===== config.mk =====
export PLATFORM = sky130hd
export DESIGN_NAME = i2c_byte_master_flat
export DESIGN_NICKNAME = d
export VERILOG_FILES = /design/src/rtl/i2c_byte_master_if.sv /design/src/rtl/i2c_byte_master.sv /design/src/flat_wrapper.sv
export SDC_FILE = /design/constraint.sdc
export NUM_CORES = 1
export LEC_CHECK = 0
export CAP_MARGIN = 40
export CORE_MARGIN = 3
export CORE_UTILIZATION = 45
export CTS_CLUSTER_DIAMETER = 80
export DETAILED_ROUTE_END_ITERATION = 10
export HOLD_SLACK_MARGIN = 0.05
export PLACE_DENSITY_LB_ADDON = 0.2
export SYNTH_ARGS = -nofsm -noshare
export SYNTH_HDL_FRONTEND = slang
export SYNTH_SLANG_ARGS = --single-unit

===== constraint.sdc =====
create_clock -name clk_i -period 3.4 [get_ports clk_i]
set_input_delay 0.68 -clock clk_i [delete_from_list [all_inputs] [get_ports clk_i]]
set_output_delay 0.68 -clock clk_i [all_outputs]
set_load 0.01 [all_outputs]

===== src/rtl/i2c_byte_master_if.sv =====
// i2c_byte_master_if: command handshake, status flags and open-drain bus lines of the
// byte-level I2C master. The master modport is the controller's view; the slave modport
// is the view of whatever issues commands and models the bus.
interface i2c_byte_master_if;
    logic [2:0] cmd_i;
    logic       cmd_valid_i;
    logic       cmd_ready_o;
    logic [7:0] wr_data_i;
    logic       done_o;
    logic [7:0] rd_data_o;
    logic       ack_o;
    logic       arb_lost_o;
    logic       err_o;
    logic       bus_busy_o;
    logic       scl_o;
    logic       sda_o;
    logic       scl_i;
    logic       sda_i;

    modport master (
        input  cmd_i, cmd_valid_i, wr_data_i, scl_i, sda_i,
        output cmd_ready_o, done_o, rd_data_o, ack_o, arb_lost_o, err_o, bus_busy_o,
        output scl_o, sda_o
    );

    modport slave (
        output cmd_i, cmd_valid_i, wr_data_i, scl_i, sda_i,
        input  cmd_ready_o, done_o, rd_data_o, ack_o, arb_lost_o, err_o, bus_busy_o,
        input  scl_o, sda_o
    );
endinterface


===== src/rtl/i2c_byte_master.sv =====
// i2c_byte_master: byte-level I2C master executing START / STOP / WRITE / READ_ACK / READ_NAK
// commands. Every bus phase is four quarters of CLK_DIV clocks each; SCL/SDA are registered
// open-drain drives (0 pulls low, 1 releases).
// Optional feature: define I2C_CLK_STRETCH_EN to let a slave stretch SCL in the high quarter.
module i2c_byte_master #(
    parameter int unsigned CLK_DIV = 4
) (
    input logic               clk_i,
    input logic               rst_n_i,
    i2c_byte_master_if.master bus
);
    localparam int unsigned CW = (CLK_DIV > 1) ? $clog2(CLK_DIV) : 1;
    localparam logic [CW-1:0] CntLast = CW'(CLK_DIV - 1);

    localparam logic [2:0] StIdle  = 3'd0;
    localparam logic [2:0] StStart = 3'd1;
    localparam logic [2:0] StBit   = 3'd2;
    localparam logic [2:0] StStop  = 3'd3;
    localparam logic [2:0] StDone  = 3'd4;

    localparam logic [2:0] CmdStart   = 3'b000;
    localparam logic [2:0] CmdStop    = 3'b001;
    localparam logic [2:0] CmdWrite   = 3'b010;
    localparam logic [2:0] CmdReadAck = 3'b011;
    localparam logic [2:0] CmdReadNak = 3'b100;

    logic [2:0]    state_q, state_d;
    logic [1:0]    qtr_q, qtr_d;
    logic [CW-1:0] cnt_q, cnt_d;
    logic [3:0]    bit_q, bit_d;
    logic [7:0]    shreg_q, shreg_d;
    logic [2:0]    op_q, op_d;
    logic          busy_q, busy_d;
    logic          ack_q, ack_d;
    logic          arb_q, arb_d;
    logic          err_q, err_d;
    logic [7:0]    rd_q, rd_d;
    logic          scl_q, scl_d;
    logic          sda_q, sda_d;

    logic cmd_ready;
    logic stretch;
    logic sample;
    logic load;     // a new quarter starts next cycle: recompute the line drive
    logic bit_val;  // SDA level for the data bit being entered

    assign cmd_ready = (state_q == StIdle) && rst_n_i;

`ifdef I2C_CLK_STRETCH_EN
    // SCL is released in Q1 of every phase; a low scl_i there means a slave is holding it.
    assign stretch = ((state_q == StStart) || (state_q == StBit) || (state_q == StStop)) &&
                     (qtr_q == 2'd1) && !bus.scl_i;
`else
    assign stretch = 1'b0;
`endif

    assign sample = (state_q == StBit) && (qtr_q == 2'd1) && (cnt_q == CntLast) && !stretch;

    // Next-state: command acceptance, quarter sequencing, sampling and line drive.
    always_comb begin
        state_d = state_q;
        qtr_d   = qtr_q;
        cnt_d   = cnt_q;
        bit_d   = bit_q;
        shreg_d = shreg_q;
        op_d    = op_q;
        busy_d  = busy_q;
        ack_d   = ack_q;
        arb_d   = arb_q;
        err_d   = err_q;
        rd_d    = rd_q;
        scl_d   = scl_q;
        sda_d   = sda_q;
        load    = 1'b0;
        bit_val = 1'b1;

        case (state_q)
            StIdle: begin
                if (bus.cmd_valid_i && cmd_ready) begin
                    ack_d   = 1'b0;
                    arb_d   = 1'b0;
                    err_d   = 1'b0;
                    op_d    = bus.cmd_i;
                    shreg_d = bus.wr_data_i;
                    cnt_d   = '0;
                    qtr_d   = 2'd0;
                    bit_d   = 4'd0;
                    load    = 1'b1;
                    case (bus.cmd_i)
                        CmdStart:                         state_d = StStart;
                        CmdStop:                          state_d = busy_q ? StStop : StDone;
                        CmdWrite, CmdReadAck, CmdReadNak: state_d = busy_q ? StBit : StDone;
                        default:                          state_d = StDone;
                    endcase
                    // Rejected commands finish at once and leave the bus alone.
                    if (state_d == StDone) begin
                        err_d = 1'b1;
                        load  = 1'b0;
                    end
                end
            end
            StStart, StBit, StStop: begin
                if (stretch) begin
                    cnt_d = '0;
                end else if (cnt_q != CntLast) begin
                    cnt_d = cnt_q + 1'b1;
                end else begin
                    cnt_d = '0;
                    qtr_d = qtr_q + 2'd1;
                    load  = 1'b1;
                    if (qtr_q == 2'd3) begin
                        if (state_q == StStart) begin
                            busy_d  = 1'b1;
                            state_d = StDone;
                            load    = 1'b0;
                        end else if (state_q == StStop) begin
                            busy_d  = 1'b0;
                            state_d = StDone;
                            load    = 1'b0;
                        end else if (bit_q == 4'd8) begin
                            state_d = StDone;
                            load    = 1'b0;
                            if (op_q != CmdWrite) rd_d = shreg_q;
                        end else begin
                            bit_d = bit_q + 4'd1;
                        end
                    end
                end
                if (sample) begin
                    if (bit_q != 4'd8) begin
                        shreg_d = {shreg_q[6:0], bus.sda_i};
                        // Released data bit read back low: another master owns the bus.
                        if ((op_q == CmdWrite) && sda_q && !bus.sda_i) begin
                            arb_d   = 1'b1;
                            busy_d  = 1'b0;
                            state_d = StDone;
                            load    = 1'b0;
                            scl_d   = 1'b1;
                            sda_d   = 1'b1;
                        end
                    end else if (op_q == CmdWrite) begin
                        ack_d = ~bus.sda_i;
                    end
                end
            end
            StDone:  state_d = StIdle;
            default: state_d = StIdle;
        endcase

        if (bit_d == 4'd8) begin
            bit_val = (op_d == CmdReadAck) ? 1'b0 : 1'b1;
        end else begin
            bit_val = (op_d == CmdWrite) ? shreg_d[7] : 1'b1;
        end

        if (load) begin
            case (state_d)
                StStart: begin
                    case (qtr_d)
                        2'd0:    sda_d = 1'b1;
                        2'd1:    scl_d = 1'b1;
                        2'd2:    sda_d = 1'b0;
                        default: scl_d = 1'b0;
                    endcase
                end
                StBit: begin
                    scl_d = (qtr_d == 2'd1) || (qtr_d == 2'd2);
                    if (qtr_d == 2'd0) sda_d = bit_val;
                end
                StStop: begin
                    case (qtr_d)
                        2'd0: begin
                            scl_d = 1'b0;
                            sda_d = 1'b0;
                        end
                        2'd1:    scl_d = 1'b1;
                        2'd3:    sda_d = 1'b1;
                        default: ;
                    endcase
                end
                default: ;
            endcase
        end
    end

    // State registers with synchronous active-low reset; reset releases both lines.
    always_ff @(posedge clk_i) begin
        if (!rst_n_i) begin
            state_q <= StIdle;
            qtr_q   <= 2'd0;
            cnt_q   <= '0;
            bit_q   <= 4'd0;
            shreg_q <= 8'h00;
            op_q    <= CmdStart;
            busy_q  <= 1'b0;
            ack_q   <= 1'b0;
            arb_q   <= 1'b0;
            err_q   <= 1'b0;
            rd_q    <= 8'h00;
            scl_q   <= 1'b1;
            sda_q   <= 1'b1;
        end else begin
            state_q <= state_d;
            qtr_q   <= qtr_d;
            cnt_q   <= cnt_d;
            bit_q   <= bit_d;
            shreg_q <= shreg_d;
            op_q    <= op_d;
            busy_q  <= busy_d;
            ack_q   <= ack_d;
            arb_q   <= arb_d;
            err_q   <= err_d;
            rd_q    <= rd_d;
            scl_q   <= scl_d;
            sda_q   <= sda_d;
        end
    end

    assign bus.cmd_ready_o = cmd_ready;
    assign bus.done_o      = (state_q == StDone);
    assign bus.rd_data_o   = rd_q;
    assign bus.ack_o       = ack_q;
    assign bus.arb_lost_o  = arb_q;
    assign bus.err_o       = err_q;
    assign bus.bus_busy_o  = busy_q;
    assign bus.scl_o       = scl_q;
    assign bus.sda_o       = sda_q;
endmodule


===== src/flat_wrapper.sv =====
// flat-port wrapper written by rule: the top's interface ports become plain ports
module i2c_byte_master_flat 
#(
    parameter int unsigned CLK_DIV = 4
)
  (clk_i, rst_n_i, bus_cmd_i, bus_cmd_valid_i, bus_wr_data_i, bus_scl_i, bus_sda_i, bus_cmd_ready_o, bus_done_o, bus_rd_data_o, bus_ack_o, bus_arb_lost_o, bus_err_o, bus_bus_busy_o, bus_scl_o, bus_sda_o);
  i2c_byte_master_if bus_i ();
  input logic clk_i;
  input logic rst_n_i;
  input wire logic [$bits(bus_i.cmd_i)-1:0] bus_cmd_i;
  input wire logic [$bits(bus_i.cmd_valid_i)-1:0] bus_cmd_valid_i;
  input wire logic [$bits(bus_i.wr_data_i)-1:0] bus_wr_data_i;
  input wire logic [$bits(bus_i.scl_i)-1:0] bus_scl_i;
  input wire logic [$bits(bus_i.sda_i)-1:0] bus_sda_i;
  output wire logic [$bits(bus_i.cmd_ready_o)-1:0] bus_cmd_ready_o;
  output wire logic [$bits(bus_i.done_o)-1:0] bus_done_o;
  output wire logic [$bits(bus_i.rd_data_o)-1:0] bus_rd_data_o;
  output wire logic [$bits(bus_i.ack_o)-1:0] bus_ack_o;
  output wire logic [$bits(bus_i.arb_lost_o)-1:0] bus_arb_lost_o;
  output wire logic [$bits(bus_i.err_o)-1:0] bus_err_o;
  output wire logic [$bits(bus_i.bus_busy_o)-1:0] bus_bus_busy_o;
  output wire logic [$bits(bus_i.scl_o)-1:0] bus_scl_o;
  output wire logic [$bits(bus_i.sda_o)-1:0] bus_sda_o;
  assign bus_i.cmd_i = bus_cmd_i;
  assign bus_i.cmd_valid_i = bus_cmd_valid_i;
  assign bus_i.wr_data_i = bus_wr_data_i;
  assign bus_i.scl_i = bus_scl_i;
  assign bus_i.sda_i = bus_sda_i;
  assign bus_cmd_ready_o = bus_i.cmd_ready_o;
  assign bus_done_o = bus_i.done_o;
  assign bus_rd_data_o = bus_i.rd_data_o;
  assign bus_ack_o = bus_i.ack_o;
  assign bus_arb_lost_o = bus_i.arb_lost_o;
  assign bus_err_o = bus_i.err_o;
  assign bus_bus_busy_o = bus_i.bus_busy_o;
  assign bus_scl_o = bus_i.scl_o;
  assign bus_sda_o = bus_i.sda_o;
  i2c_byte_master #(.CLK_DIV(CLK_DIV)) u_core (.clk_i(clk_i), .rst_n_i(rst_n_i), .bus(bus_i));
endmodule

==> results of run 1 <==
registers in the layout, indices dropped and copies added, names as in the netlist:
signal,cells
u_core.bit_q,4
u_core.bus.ack_o,1
u_core.bus.arb_lost_o,1
u_core.bus.bus_busy_o,1
u_core.bus.err_o,1
u_core.bus.rd_data_o,8
u_core.bus.scl_o,1
u_core.bus.sda_o,1
u_core.cnt_q,2
u_core.op_q,3
u_core.qtr_q,2
u_core.shreg_q,8
u_core.state_q,3
cells by family (layout without fill, tap and decap cells):
kind of cell	count (synthesis)	in the layout	synth area share, %
AND/OR/NAND/NOR	94	94	26.8
multiplexers	11	11	5.43
XOR/XNOR	1	1	0.409
AO/OA/AOI/OAI	63	63	24.1
flip-flops	36	36	33.6
buffers and inverters	23	56	5.61
adder cells (fa/ha/maj)	7	7	4.09
routing by layer:
| layer | GRT usage [%] | wire length [um] | up-vias |
|---|---|---|---|
| met2 | 27.5 | 2240 | 34 |
| met3 | 4.41 | 218 | 2 |
| met4 | 3.95 | 31 | 0 |
| met5 | 0 | 0 | - |
| li1 | - | - | 916 |
| met1 | 27.0 | 2420 | 839 |
through the flow:
stage | util [%] | power (mW)
2_1_floorplan | - | 0.496
3_3_place_gp | 55.7 | 0.538
3_5_place_dp | 55.7 | 0.539
4_1_cts | 57.9 | 0.866
5_1_grt | 57.9 | 0.888
6_report | 57.9 | 0.855
cell usage in the layout (no fill, tap or decap), types with 8 or more instances in the layout:
cell type / n
and2_1: 8
dfxtp_1: 36
mux2i_1: 9
clkdlybuf4s50_1: 30
buf_4: 9
nor2b_1: 16
nand2_1: 21
nor2_1: 11
a22oi_1: 8
inv_1: 10
o21ai_0: 11
a21boi_0: 12
Yosys cell counts (all sizes together), types with 2 or more instances:
library cell,instances,area share [%]
a21boi,12,4.2
nor4b,3,1.5
and2,8,2.3
mux2,2,1.2
or3b,2,0.93
clkbuf,5,0.88
ha,7,4.1
buf,8,3.0
nor2,13,2.5
nor2b,16,4.7
a22oi,8,2.8
and3,2,0.58
or3,2,0.58
inv,10,1.8
o41ai,2,0.82
a31oi,4,1.2
a221oi,2,1.1
nand3b,2,0.70
and3b,2,0.82
mux2i,9,4.2
nor3,7,2.2
a21oi,7,1.6
o21ai,11,2.6
nand3,5,1.2
nand2,22,4.0
dfxtp,36,34
final cells by class:
cell class                      count  area [um^2]
Inverter                           10         37.5
Sequential cell                    36          721
Timing Repair Buffer               39          368
Fill cell                         401         1890
Tap cell                           52         65.1
Clock buffer                        7         96.3
Multi-Input combinational cell    176         1300
worst max-delay path: stages:
cell and delay, ps:
clkdlybuf4s50_1 520, nand2_1 70, a21o_1 250, a221oi_2 330, inv_1 80, ha_1 310
mux2_4 290, a2111oi_4 370, a311oi_1 90, o31ai_1 230
final timing paths:
path | slack [ps] | startpoint | to | cells past startpoint
min reg2reg | 450 | u_core.bus.arb_lost_o$_SDFFE_PN0P_ | u_core.bus.arb_lost_o$_SDFFE_PN0P_ | 2
max reg2reg | 570 | u_core.state_q[0]$_SDFF_PN0_ | u_core.bus.sda_o$_SDFF_PN1_ | 9
max | 370 | bus_cmd_valid_i | u_core.bus.sda_o$_SDFF_PN1_ | 10
min | 450 | u_core.bus.arb_lost_o$_SDFFE_PN0P_ | u_core.bus.arb_lost_o$_SDFFE_PN0P_ | 2
where the power goes:
part | internal, mW | leakage (nW) | switching [mW]
Clock | 0.181 | 0.0503 | 0.146
Sequential | 0.431 | 0.292 | 0.00742
Combinational | 0.0475 | 0.600 | 0.0436
==> key figures, run 1 <==
Layout
  • Final Instance Count excl. Fillers: 320
  • Ant diodes: 0
  • Area delta synth->final: 20.9%
  • Design area: 0.00259 mm^2
  • Ratio of cells with drive above 1 in the final layout: 13.1%
  • Final Net Count: 291

GRT
  • First-pass GRT wire length: 7940 um
  • Vias in the first global route: 1628
  • Largest net degree at the start of global routing: 42
  • Initial antenna violation count: 0
  • Global route overflow: 0
  • Total GRT Usage: 18.4%

Floorplanning
  • I/O pin total: 32
  • FP Rows: 24
  • Chip width: 75.0 um
  • Die H: 75.0 um
  • Area of the core: 0.00447 mm^2
  • Initial core utilization: 47.9%
  • Die Area: 0.00562 mm^2

Outcome
  • Status: complete, no violations

Routing
  • Via count: 1791
  • Wire per inst: 15.3 um
  • DR pass1 iterations: 4
  • DRC: 0
  • Post-DRT Antenna Nets: 0
  • Initial DRC Count: 108
  • WL final: 4910 um
  • Vias per std cell: 5.60

Clocking
  • CTS resizes: 0
  • Post-CTS setup buffer count: 0
  • CTS Buf Count: 5
  • CTS max path bufs: 2
  • Hold Buf Count CTS: 0
  • Clock Pin Slew Worst Setup and Hold Paths: 70 ps
  • H-tree depth: 2
  • Root Driver: clkbuf_8
  • Clock Sinks: 36
  • Worst-Skew Late Latency: 280 ps
  • TritonCTS clock tree: done

Placed design
  • Pre-CTS setup slack: 68.2 ps
  • Detail Placement HPWL: 3560 um
  • GP Congestion: 0.931
  • Placed cell area: 0.00249 mm^2
  • Port-buffer cells: 30
  • DP Cell Count: 313

Hold path
  • Worst hold path type: flip-flop to flip-flop

Yosys
  • Mapped Nets: 258
  • Main synth FF type: dfxtp_1
  • Post-synth EDFFs: 0
  • Sequential-to-total area share from yosys stat: 33.6%
  • Post-Synthesis Cells: 235
  • Number of synthesized register bits: 36
  • Syn_area_per_cell: 9.12 um^2
  • Post-synthesis cell area: 0.00214 mm^2
  • Yosys warnings: 0
  • FFs w/ async S/R, synth: 0%
  • Synth unique cells: 63

Timing
  • Final min period: 3030 ps
  • Hold Slack: 448 ps
  • Hold Vio Cnt, Final: 0
  • Highest clock rate: 330 MHz
  • Unrepaired setup endpoints after global routing: no
  • Setup slack after layout: 370 ps
  • Worst slew pin tran: 560 ps
  • Final setup fails: 0
  • Clk_skew: 6.18 ps
  • Total Neg Setup Slack: 0 ps
  • Part of the cycle the worst path needs: 89.1%
  • Slew Viols, Final: 0
  • Rel. slew slack: 62.2%

Pwr
  • VDD IR max: 0.289 mV
  • Leakage power: 0.943 nW
  • Total power per unit cell area: 330 mW/mm^2

Critical path
  • Crit Path Class: input port to flip-flop
  • Critical Path Fanout Max: 5
  • Critical Path AT: 3230 ps
  • Worst Path Required: 3600 ps
  • Worst setup SP type: input port
  • CP Capture Type: flip-flop

Flow run
  • Max-Cap Viols: 0
(Power assumes the default switching activity.)
==> inputs of run 2 (changes only) <==
Settings changed: SLEW_MARGIN set to 20.
==> results of run 2 <==
Final layout, timing and power as in run 1 (identical DEF).
==> inputs of run 3 (changes only) <==
Clock period 3.4 ns to 3.04 ns, I/O delays scaled along.
==> run 3 against run 2 <==
- global-route usage is 1.1 points higher
- sequential share of layout area is 1.1 points lower
- setup slack worse by 120 ps
- sequential power is 12% higher
- clock power is 13% higher
- first-iteration DRC count is 5.6% higher
- non-clock buffer count is 14 higher
- register-to-register slack worse by 170 ps
- via count is 2.5% higher
- wire length is 4.9% higher
- clock skew is 1.9 ps higher
- critical path type unchanged
- critical endpoint unchanged
==> key figures, run 3 (synthesis results as in run 1) <==
Outcome
  • Status: complete, no violations

Critical path
  • Worst Path Required: 3250 ps (-350 ps)
  • Critical Path Fanout Max: 2 (-3)
  • Critical path's top delay family: compound AO/OA/AOI/OAI gates
  • Critical Path AT: 3000 ps (-230 ps)
  • CP Cell Sequence: clkdlybuf4s50_1, nand2_1, a21o_1, a221oi_2, inv_1, ha_1, mux2_4, a2111oi_4, a311oi_1, o31ai_1
  • CP Capture Type: flip-flop
  • Crit path buf inv count: 2 (unchanged)
  • Crit Path Class: input port to flip-flop
  • Critical path's slowest cell: clkdlybuf4s50_1
  • Max incr delay on CP: 470 ps (-50 ps)
  • Worst setup SP type: input port

Timing
  • Hold Vio Cnt, Final: 0 (unchanged)
  • Rel. slew slack: 58.4% (-3.7 points)
  • Final setup fails: 0 (unchanged)
  • Unrepaired setup endpoints after global routing: no
  • Slew Viols, Final: 0 (unchanged)
  • Clk_skew: 8.05 ps (+1.87 ps)
  • Highest clock rate: 358 MHz
  • Final min period: 2790 ps
  • Worst slew pin tran: 615 ps (+55.3 ps)
  • Part of the cycle the worst path needs: 91.8%

Placed design
  • Port-buffer cells: 30 (unchanged)
  • Detail Placement HPWL: 3890 um (+9.2%)
  • GP Congestion: 0.922 (-0.95%)
  • DP Cell Count: 327 (+4.5%)

Hold path
  • Worst hold path type: flip-flop to flip-flop

GRT
  • Total GRT Usage: 19.5% (+1.1 points)
  • Global route overflow: 0 (unchanged)
  • Met3 usage: 4.94% (+0.53 points)
  • Busiest grt layer: met1
  • Largest net degree at the start of global routing: 26 (-38%)
  • Initial antenna violation count: 0 (unchanged)
  • First-pass GRT wire length: 8220 um (+3.5%)
  • Vias in the first global route: 1711 (+5.1%)
  • Grt met2 use: 27.9% (+0.39 points)
  • Grt met1 use: 28.3% (+1.3 points)

Pwr
  • Reg power frac: 50.6% (-0.6 points)
  • Tot Pwr: 968 uW (+13%)
  • Switching Share: 23.1% (+0.12 points)
  • Combinational power share: 11.5% (+0.8 points)
  • VDD IR max: 0.330 mV (+14%)
  • Total power per unit cell area: 360 mW/mm^2 (+8.8%)
  • Clock share of power: 37.9% (-0.2 points)
  • Int Power: 745 uW (+13%)
  • P_sw: 224 uW (+14%)
  • Leakage power: 1.01 nW (+6.9%)

Floorplanning
  • Chip width: 75.0 um (unchanged)
  • FP Rows: 24 (unchanged)
  • Die H: 75.0 um (unchanged)
  • I/O pin total: 32 (unchanged)
  • Initial core utilization: 47.9% (unchanged)
  • Area of the core: 0.00447 mm^2 (unchanged)
  • Die Area: 0.00562 mm^2 (unchanged)

Clocking
  • Clock Sinks: 36 (unchanged)
  • Post-CTS setup buffer count: 0 (unchanged)
  • Worst-Skew Late Latency: 290 ps (about the same)
  • CTS Buf Count: 5 (unchanged)
  • Hold Buf Count CTS: 0 (unchanged)
  • TritonCTS clock tree: done
  • CTS max path bufs: 2 (unchanged)
  • H-tree depth: 2 (unchanged)
  • Root Driver: clkbuf_8
  • CTS resizes: 0 (unchanged)
  • Clock Pin Slew Worst Setup and Hold Paths: 70 ps (about the same)

Layout
  • Ratio of cells with drive above 1 in the final layout: 17.4% (+4.3 points)
  • Ant diodes: 0 (unchanged)
  • Final Instance Count excl. Fillers: 334 (+4.4%)
  • Core Util, Final: 60.2% (+2.3 points)
  • Most common cell after layout, fill and taps aside: dfxtp_1
  • Area delta synth->final: 25.8%
  • Final Net Count: 305 (+4.8%)
  • Most frequent cells in the layout: dfxtp_1, clkdlybuf4s50_1, buf_4

Routing
  • Wire per inst: 15.4 um (+0.53%)
  • Via count: 1835 (+2.5%)
  • DRC: 0 (unchanged)
  • Vias per std cell: 5.49 (-1.8%)
  • Post-DRT Antenna Nets: 0 (unchanged)
  • WL final: 5150 um (+4.9%)
  • Initial DRC Count: 114 (+5.6%)
  • DR pass1 iterations: 4 (unchanged)

Flow run
  • Max-Cap Viols: 0 (unchanged)
[run 3: worst reg2reg max path: stages (launching register included)]
cell and delay, ps:
dfxtp_1 600, nor2_2 90, a21o_1 190, a221oi_2 310, inv_1 90, ha_1 300
mux2_4 290, a2111oi_4 370, a311oi_1 90, o31ai_1 230
[run 3: final cells by class]
cell class,instances,area [um^2]
repair buffers,53,473
multi-input cells,176,1300
fillers,411,1780
well taps,52,65.1
flip-flops and latches,36,721
clock buffers,7,96.3
inverters,10,37.5
[run 3: worst paths after layout]
path	startpoint	endpoint	slack [ps]	cells after the start
setup / recovery	rst_n_i	u_core.bus.sda_o$_SDFF_PN1_	250	10
hold / removal	u_core.bus.arb_lost_o$_SDFFE_PN0P_	u_core.bus.arb_lost_o$_SDFFE_PN0P_	450	2
setup reg to reg	u_core.state_q[0]$_SDFF_PN0_	u_core.bus.sda_o$_SDFF_PN1_	400	9
hold reg to reg	u_core.bus.arb_lost_o$_SDFFE_PN0P_	u_core.bus.arb_lost_o$_SDFFE_PN0P_	450	2
[run 3: stage by stage]
step                instance area (um^2)  setup slack, ps  setup TNS [ps]  hold WS (ps)
floorplan                           2140              373               0           452
global placement                    2600            -5.03           -5.03           432
detailed placement                  2600            -61.1           -61.1           436
CTS                                 2690              231               0           448
global route                        2690             71.1               0           487
finish                              2690              249               0           447
[run 3: power by group through the flow]
stage / clock network, mW / logic, mW / registers, mW
6_report: 0.367 / 0.112 / 0.490
5_1_grt: 0.398 / 0.121 / 0.491
4_1_cts: 0.377 / 0.113 / 0.490
3_5_place_dp: 0 / 0.112 / 0.501
2_1_floorplan: 0 / 0.0562 / 0.499
3_3_place_gp: 0 / 0.111 / 0.500
[run 3: routing by layer]
layer | routed length [um] | up-vias
met1 | 2540 | 837
li1 | - | 938
met2 | 2260 | 48
met4 | 100 | 0
met5 | 0 | -
met3 | 248 | 12
